<file path="src/rtl/sc_sng_pair.sv">
// sc_sng_pair: dual-channel stochastic number generator.
// Converts two N-bit operands into two unipolar bitstreams over one
// FRAME_LEN-bit frame. Each stream bit is (operand > random value), using
// the two decorrelated VDC outputs. The ones emitted on each channel are
// counted, so the frame result can be compared against the operands.

module sc_sng_pair #(
  parameter int N         = 12,
  parameter int FRAME_LEN = 2**N
) (
  input  logic         clock,
  input  logic         reset,
  input  logic         start,
  input  logic [N-1:0] a_in,
  input  logic [N-1:0] b_in,
  input  logic [N-1:0] rnd,
  input  logic [N-1:0] rnd_re,
  output logic         bit_a,
  output logic         bit_b,
  output logic         valid,
  output logic         last,
  output logic         busy,
  output logic [N:0]   ones_a,
  output logic [N:0]   ones_b
);

  typedef enum logic {
    IDLE = 1'b0,
    RUN  = 1'b1
  } state_t;

  // Counter value seen in RUN just before the edge that emits the final bit.
  localparam logic [N:0] LAST_CNT = (N+1)'(FRAME_LEN - 1);

  state_t       state;
  logic [N-1:0] a_q;
  logic [N-1:0] b_q;
  logic [N:0]   cnt;
  logic         gt_a;
  logic         gt_b;

  // Comparators: unsigned strict greater-than against this cycle's random values.
  assign gt_a = (a_q > rnd);
  assign gt_b = (b_q > rnd_re);

  // busy decodes the state register only, so start never reaches it combinationally.
  assign busy = (state == RUN);

  // Frame sequencer: latches operands on start, emits one bit per channel per
  // cycle in RUN, counts ones, and flags the final bit of the frame.
  // NOTE: every register here is assigned with <= so all of them update from
  // the same pre-edge values; a blocking = would let later statements see the
  // new cnt/ones values within the same edge.
  always_ff @(posedge clock) begin
    if (reset) begin
      state  <= IDLE;
      a_q    <= '0;
      b_q    <= '0;
      cnt    <= '0;
      bit_a  <= 1'b0;
      bit_b  <= 1'b0;
      valid  <= 1'b0;
      last   <= 1'b0;
      ones_a <= '0;
      ones_b <= '0;
    end else begin
      case (state)
        IDLE: begin
          valid <= 1'b0;
          last  <= 1'b0;
          if (start) begin
            a_q    <= a_in;
            b_q    <= b_in;
            cnt    <= '0;
            ones_a <= '0;
            ones_b <= '0;
            state  <= RUN;
          end
        end
        RUN: begin
          bit_a  <= gt_a;
          bit_b  <= gt_b;
          valid  <= 1'b1;
          ones_a <= ones_a + (N+1)'(gt_a);
          ones_b <= ones_b + (N+1)'(gt_b);
          cnt    <= cnt + 1'b1;
          if (cnt == LAST_CNT) begin
            last  <= 1'b1;
            state <= IDLE;
          end
        end
        default: state <= IDLE;
      endcase
    end
  end

endmodule

</file>
<file path="config.mk">
export PLATFORM = sky130hd
export DESIGN_NAME = sc_sng_pair
export DESIGN_NICKNAME = d
export VERILOG_FILES = /design/src/rtl/sc_sng_pair.sv
export SDC_FILE = /design/constraint.sdc
export NUM_CORES = 1
export LEC_CHECK = 0
export CAP_MARGIN = 30
export CORE_UTILIZATION = 50
export CTS_CLUSTER_DIAMETER = 100
export CTS_CLUSTER_SIZE = 24
export DETAILED_ROUTE_END_ITERATION = 8
export PLACE_DENSITY = 0.78
export SLEW_MARGIN = 40
export SYNTH_ARGS = -nofsm -noshare
export SYNTH_HDL_FRONTEND = slang
export SYNTH_SLANG_ARGS = --single-unit
</file>
<file path="constraint.sdc">
create_clock -name clock -period 2.9 [get_ports clock]
set_input_delay 0.58 -clock clock [delete_from_list [all_inputs] [get_ports clock]]
set_output_delay 0.58 -clock clock [all_outputs]
set_load 0.05 [all_outputs]
</file>
# ---- Word-level counts from Yosys, hierarchy flattened
# Cells that the tools add are included.
dict set report classes {
  reduce_logical 1
  n_lt_le_gt_ge 2
  muxes 10
  n_eq_ne 3
  n_addsub 3
  bitwise 1
}
# op n
set op_table {}
lappend op_table {{$pmux W13 S2} 3}
lappend op_table {{$add A13 B1 Y13} 2}
lappend op_table {{$gt A12 B12 Y1} 2}
lappend op_table {{$add A13 B1 Y13 const B} 1}
lappend op_table {{$eq A13 B12 Y1 const B} 1}
lappend op_table {{$mux W13} 1}
lappend op_table {{$pmux W1 S2} 3}
lappend op_table {{$mux W1} 3}
lappend op_table {{$ne A2 B1 Y1 const B} 1}
lappend op_table {{$ne A2 B2 Y1 const B} 1}
lappend op_table {{$reduce_and A2 Y1} 1}
lappend op_table {{$not A1 Y1} 1}
dict set report word_totals {
  register_bits 68
  input_bits 51
  out_inout_bits 31
  word_cells 30
}

# ---- Longest topological paths before layout
# Gate-level depths: netlist of the first run.
dict set report logic_depth {
  ltp_word 3
  ltp_mapped 14
  depth_no_buf 14
}

# ---- Worst setup path after synthesis of the first run
# No wires, ideal clock.
dict set report synth_timing {
  path_type {input to register}
  startpoint {input port rnd_re[1]}
  endpoint {register ones_b[8]}
  cell_stages 14
  n_path_buf 0
  setup_slack_ns 0.244
  t_required_ns 2.835
  setup_ns 0.065
  arrival_ns 2.591
  cell_sequence {inv_1 > ha_1 > nor2b_1 > o211ai_1 > a211oi_1 > nor3_1 > nor2_1 > ha_1 > ha_1 > inv_1 > nor3_1 > nand3_1 > mux2_2 > nor2_1}
}
dict set report synth_between {
  elab_chain_len 3
}
# item line_no
set synth_lines {}
lappend synth_lines {{start, declared} 17} ;# input logic [N-1:0] rnd_re,
lappend synth_lines {{$gt A12 B12 Y1} 44} ;# assign gt_b = (b_q > rnd_re);
lappend synth_lines {{named net gt_b} 40} ;# logic gt_b;
lappend synth_lines {{$add A13 B1 Y13} 85} ;# ones_b <= ones_b + (N+1)'(gt_b);
lappend synth_lines {{$pmux W13 S2} 67} ;# case (state)
lappend synth_lines {{end signal, assigned} 85}
lappend synth_lines {{end, declared} 24} ;# output logic [N:0] ones_b
# The timed path passes the listed nets, and every way through them passes these cells.
# A chain may end at the register's enable or synchronous reset.

# ---- Final worst setup path of the first run
dict set report layout_timing {
  startpoint {input port rnd_re[3]}
  endpoint {register ones_b[8]}
}
# Same word-level chain as after synthesis.

==> flow_summary.toml, run 1 <==
[clock_tree]
cts_num_sinks = 68
clock_latency_ns = 0.35
clk_pin_slew_ns = 0.07
numCtsBuffers = 9
holdBufCountCts = 0
cts-root-buf = "clkbuf_8"
htree_levels = 3
ctsLongestPathBuffers = 2
cts_tree = "done"

[final_layout]
antennaDiodeCount = 0
area_growth_pct = 44.6
drive_above_1_share = 0.206
fin_cells = 612
nets = 612

[global_route]
antenna_found_initial = 0
grt_pass1_wl_mm = 14.0
first_global_vias = 3235
grt_util_all_layers = 0.241
grt_max_degree = 29
overflow = 0

[route]
antenna_left = 0
drtIter0Drc = 129
drc_errors = 0
viasPerCell = 5.56
wl_per_cell_um = 14.7
vias = 3405
drt_first_pass_iters = 4
wl_mm = 9.00

[setup_path]
path_cells = "clkdlybuf4s50_1 -> inv_1 -> ha_1 -> o211ai_1 -> a211oi_2 -> nor3_2 -> nor2_1 -> ha_2 -> ha_4 -> inv_1 -> nor3_2 -> nand3_1 -> mux2_4 -> nor2_2"
max_stage_delay_ns = 0.45
path_max_fanout = 3
crit_family = "adder cells"
startpoint = "rnd_re[3]"
cp_slowest_cell = "clkdlybuf4s50_1"
r2r_end = "ones_a[10]$_SDFFE_PP0P_"
r2r_slack_ns = 0.21
path_buf_inv = 3
cp_data_arrival_time_ns = 3.07
cp.required_ns = 3.19
ff2ff_path_depth = 12
start_kind = "input pin"
end_kind = "register"
r2r_start = "a_q[1]$_SDFFE_PP0P_"
crit_type = "in2reg"

[power_and_ir_drop]
powerDensity_mw_per_mm2 = 419
vdd_drop_max_mv = 0.318
p_leak_nw = 2.02
total_power_w = 0.00210

[sta]
setup_viol_count_final = 0
fin_crit_ns = 2.79
timing.fmax_ghz = 0.359
hold_violations = 0
grt_setup_unrepaired = "yes"
fin_skew_ns = 0.00849
period_share = 0.960
worst_slew_pin_slew_ns = 0.593
drv_slew = 0
slew_headroom = 0.604

[placement]
port_buffers = 81
dp_cells = 592
dp_hpwl_mm = 5.80
gp_congestion = 0.775

[die]
coreArea_sq_mm = 0.00653
num_io_pins = 82
dieArea_sq_mm = 0.00728
die_y_um = 85.3
row_count = 29
initial_core_util = 0.531
die_x_um = 85.3

[synthesis]
synth-seq-cells = 68
postSynth.asyncResetShare = 0
seq_area_frac_synth = 0.392
avgSynthCellArea_sq_um = 8.03
netlist-cell-type-count = 35
synth_edf_count = 0
yosys_warnings = 0
syn_inst = 432
synth_ff_type = "dfxtp_1"
synth_nets = 514
synth_area_sq_mm = 0.00347

[worst_hold_path]
min_from = "b_q[0]$_SDFFE_PP0P_"
min_delay_worst_endpoint = "b_q[0]$_SDFFE_PP0P_"
hold-path-cell-count = 2
hp-class = "reg2reg"

[job]
maxCapViolCount = 0

[run_status]
status = "finished clean"
[layout make-up]
| type | count | area, sq um |
|---|---|---|
| flip-flops and latches | 68 | 1360 |
| inverters | 27 | 101 |
| well taps | 77 | 96.3 |
| fillers | 468 | 1510 |
| multi-input cells | 317 | 2210 |
| repair buffers | 107 | 1040 |
| clock buffers | 13 | 169 |
| clock inverters | 3 | 43.8 |
[worst register-to-register path, cell delays in order (launching register included)]
cell	delay, ns
dfxtp_1	0.32
ha_1	0.28
nor2b_1	0.16
o211ai_1	0.14
a211oi_2	0.30
nor3_2	0.09
nor2_1	0.13
ha_2	0.28
ha_4	0.15
nand2_2	0.05
or2_4	0.26
or3_1	0.34
a21oi_1	0.12
[placed cells by master (no fill, tap or decap), types with 4 or more instances in the layout]
master	count
a21o_1	5
a21oi_1	55
and3_1	4
buf_4	27
clkbuf_8	12
clkdlybuf4s50_1	62
dfxtp_1	68
dlymetal6s2s_1	17
ha_1	12
ha_4	16
inv_1	14
inv_2	13
mux2_2	5
nand2_1	75
nand3_1	23
nand4_1	12
nor2_1	22
nor2_2	4
nor2b_1	4
nor3b_1	7
o211ai_1	8
o31ai_1	5
or2_2	7
or3_1	8
[per-stage QoR]
stage	setup TNS (ns)	instance area [sq um]	utilization	hold WS [ns]	setup slack, ns
after floorplan	0	3470	-	0.436	0.244
after global placement	-5.36	4450	0.681	0.444	-0.402
after detailed placement	-6.12	4450	0.681	0.449	-0.458
after CTS	-0.00754	4680	0.716	0.458	-0.00754
after global routing	-0.0681	5020	0.769	0.488	-0.0357
final	0	5020	0.769	0.455	0.115
[per-layer routing]
layer,up-vias,share of wire,global-route usage
met5,-,0,0
li1,1691,-,-
met1,1597,0.44,0.288
met3,19,0.059,0.0603
met2,98,0.48,0.421
met4,0,0.023,0.0879
[cells by family (layout without fill, tap and decap cells)]
logic type | count (synthesis) | in the layout | synth area share
multiplexers | 6 | 6 | 0.0195
buffers and inverters | 47 | 150 | 0.0559
AO/OA/AOI/OAI | 86 | 86 | 0.142
flip-flops | 68 | 68 | 0.392
XOR/XNOR | 6 | 6 | 0.0151
AND/OR/NAND/NOR | 188 | 188 | 0.264
adder cells (fa/ha/maj) | 31 | 31 | 0.112
[synth_stat cells, drive strengths merged (3+ instances only)]
| master | n | area (sq um) |
|---|---|---|
| nand2 | 76 | 285 |
| dfxtp | 68 | 1360 |
| a21oi | 59 | 295 |
| ha | 31 | 388 |
| inv | 27 | 101 |
| nor2 | 26 | 97.6 |
| nand3 | 24 | 120 |
| nand4 | 13 | 87.6 |
| buf | 10 | 55.1 |
| clkbuf | 10 | 37.5 |
| or3 | 9 | 57.6 |
| o211ai | 8 | 60.1 |
| or2 | 8 | 50.1 |
| nor3b | 7 | 52.6 |
| mux2 | 6 | 67.6 |
| nor2b | 6 | 37.5 |
| nor3 | 6 | 30.0 |
| a21o | 5 | 37.5 |
| o31ai | 5 | 37.5 |
| and3 | 4 | 25.0 |
| nand2b | 4 | 25.0 |
| a211oi | 3 | 22.5 |
| nand4b | 3 | 26.3 |
| o21ai | 3 | 15.0 |
| xnor2 | 3 | 26.3 |
| xor2 | 3 | 26.3 |
[power breakdown]
part	switching, W	internal (W)
Clock	0.000361	0.000468
Sequential	0.0000182	0.000957
Combinational	0.000149	0.000149
Total	0.000529	0.00157
[sequential cells by signal (all words and copies together), names as in the netlist]
| register | flops |
|---|---|
| last | 1 |
| busy | 1 |
| cnt | 13 |
| ones_a | 13 |
| b_q | 12 |
| valid | 1 |
| bit_a | 1 |
| ones_b | 13 |
| bit_b | 1 |
| a_q | 12 |
[worst max-delay path by stage]
stage / endpoint / slack [ns] / cells after the start
after floorplan: ones_b[8]$_SDFFE_PP0P_ / 0.24 / 14
after global placement: ones_a[10]$_SDFFE_PP0P_ / -0.40 / 14
after detailed placement: ones_a[10]$_SDFFE_PP0P_ / -0.46 / 14
after CTS: ones_a[10]$_SDFFE_PP0P_ / -0.008 / 14
after global routing: ones_b[4]$_SDFFE_PP0P_ / -0.04 / 16
final: ones_b[8]$_SDFFE_PP0P_ / 0.11 / 14
[what timing repair did]
item,4_1_cts,5_1_grt
endpoints found under the hold margin,0,0
endpoints found under the setup margin,5,19
resized for setup,4,67
setup buffers,0,4
pin swaps,0,29
(Power assumes the default switching activity.)
==> run 2: changes to the inputs <==
--- a/config.mk
+++ b/config.mk
@@ -12,2 +12,3 @@
 export DETAILED_ROUTE_END_ITERATION = 8
+export MAX_ROUTING_LAYER = met4
 export PLACE_DENSITY = 0.78
==> constraint.sdc (replaced) <==
create_clock -name clock -period 2.9 [get_ports clock]
set_input_delay 0.435 -clock clock [delete_from_list [all_inputs] [get_ports clock]]
set_output_delay 0.435 -clock clock [all_outputs]
set_load 0.05 [all_outputs]
==> run 2 against run 1 <==
  * Sequential share of layout area increased by 1.6 points
  * Die area unchanged
  * Flip-flop and latch count unchanged
  * Total power decreased by 4.7%
  * Final cell count decreased by 0.98%
  * Fmax increased by 1.6%
  * Design area decreased by 5.4%
  * First-iteration DRC count decreased by 0.78%
  * Clock-buffer cell count decreased by 2
  * Routed wire length decreased by 4.3%
==> flow_summary.toml, run 2 (synthesis gave the netlist of run 1 again) <==
[global_route]
grt_max_degree = 39
overflow = 0
grt_util_all_layers = 0.246
antenna_found_initial = 0
first_global_vias = 3233
grt_pass1_wl_mm = 13.9

[final_layout]
drive_above_1_share = 0.132
final_common_cell = "clkdlybuf4s50_1"
fin_cells = 606
final_cell_mix = "clkdlybuf4s50_1 (79), nand2_1 (76), dfxtp_1 (68)"
area_growth_pct = 36.8
antennaDiodeCount = 0
reg.largest.list = "cnt: 13 flops, ones_a: 13 flops, ones_b: 13 flops"
final_area_sq_mm = 0.00475
nets = 606

[sta]
fin_skew_ns = 0.00572
hold_violations = 0
period_share = 0.945
fin_crit_ns = 2.74
worst_slack_ns = 0.158
timing.fmax_ghz = 0.365
setup_viol_count_final = 0
slew_headroom = 0.478
worst_slew_pin_slew_ns = 0.783
drv_slew = 0

[setup_path]
cp_slowest_cell = "clkdlybuf4s50_1"
cp_data_arrival_time_ns = 3.02
path_max_fanout = 4
max_stage_delay_ns = 0.46
start_kind = "input pin"
path_cells = "clkdlybuf4s50_1 -> inv_1 -> ha_4 -> nand4_1 -> a21oi_1 -> nor3_1 -> nor2_1 -> ha_2 -> ha_4 -> nand2_1 -> or2_1 -> or3_4 -> a21oi_2"
crit_type = "in2reg"
path_buf_inv = 2
end_kind = "register"
cp_common_cell = "ha_4"
crit_family = "simple AND/OR/NAND/NOR gates"
cp.required_ns = 3.18

[die]
dieArea_sq_mm = 0.00728
initial_core_util = 0.531
num_io_pins = 82
die_y_um = 85.3
coreArea_sq_mm = 0.00653
row_count = 29
die_x_um = 85.3

[placement]
post_dp_cell_area_sq_mm = 0.00444
port_buffers = 81
gp_congestion = 0.801
dp_hpwl_mm = 5.85
dp_cells = 589
dp_slack_ns = -0.335

[route]
drt_first_pass_iters = 4
drtIter0Drc = 128
viasPerCell = 5.50
wl_per_cell_um = 14.2
wl_mm = 8.61
antenna_left = 0
drc_errors = 0
vias = 3335

[clock_tree]
cts_num_sinks = 68
holdBufCountCts = 0
numCtsBuffers = 9
clk_pin_slew_ns = 0.07
cts-root-buf = "clkbuf_8"
htree_levels = 3
cts_tree = "done"
clock_latency_ns = 0.34
ctsLongestPathBuffers = 2

[power_and_ir_drop]
powerDensity_mw_per_mm2 = 422
vdd_drop_max_mv = 0.382
p_leak_nw = 1.84

[job]
maxCapViolCount = 0

[run_status]
status = "finished clean"

[worst_hold_path]
hp-class = "reg2reg"
==> run 2: where the power goes <==
part / switching, W / internal, W
Combinational: 0.000136 / 0.000139
Clock: 0.000363 / 0.000393
Sequential: 0.0000156 / 0.000957
==> run 2: worst min-delay path: cells and delay by family (launching register included) <==
family / cells / cell delay [ns]
and+or+nand+nor: 1 / 0.05
AOI/OAI and AO/OA: 1 / 0.05
DFF: 1 / 0.31
==> run 2: final cells by class <==
type,instances,area (sq um)
Timing Repair Buffer,101,971
Tap cell,77,96.3
Fill cell,514,1780
Multi-Input combinational cell,317,2030
Inverter,27,101
Sequential cell,68,1360
Clock inverter,5,52.6
Clock buffer,11,131
==> run 2: metrics by stage <==
stage | TNS (ns) | util | power (W) | hold WS (ns)
2_1_floorplan | 0 | - | 0.00113 | 0.436
3_3_place_gp | -2.23 | 0.680 | 0.00125 | 0.446
3_5_place_dp | -3.33 | 0.680 | 0.00126 | 0.453
4_1_cts | 0 | 0.708 | 0.00201 | 0.464
5_1_grt | -0.0442 | 0.727 | 0.00209 | 0.487
6_report | 0 | 0.727 | 0.00200 | 0.463
==> run 2: final timing paths <==
path                             endpoint           startpoint  slack, ns  cells past startpoint
setup / recovery  ones_a[10]$_SDFFE_PP0P_              rnd[11]       0.16                     13
hold reg to reg       b_q[0]$_SDFFE_PP0P_  b_q[0]$_SDFFE_PP0P_       0.46                      2
setup reg to reg  ones_a[10]$_SDFFE_PP0P_  a_q[1]$_SDFFE_PP0P_       0.35                     12
hold / removal        b_q[0]$_SDFFE_PP0P_  b_q[0]$_SDFFE_PP0P_       0.46                      2
==> run 2: timing repair <==
item                                    in CTS  in global routing
gates resized for setup                      0                 20
endpoints found under the setup margin       0                 15
buffers inserted                             0                  1
==> run 2: layer usage <==
metal,global-route usage,share of wire
met1,0.273,0.43
met3,0.0457,0.052
met2,0.430,0.51
met5,-,0
met4,0.108,0.017
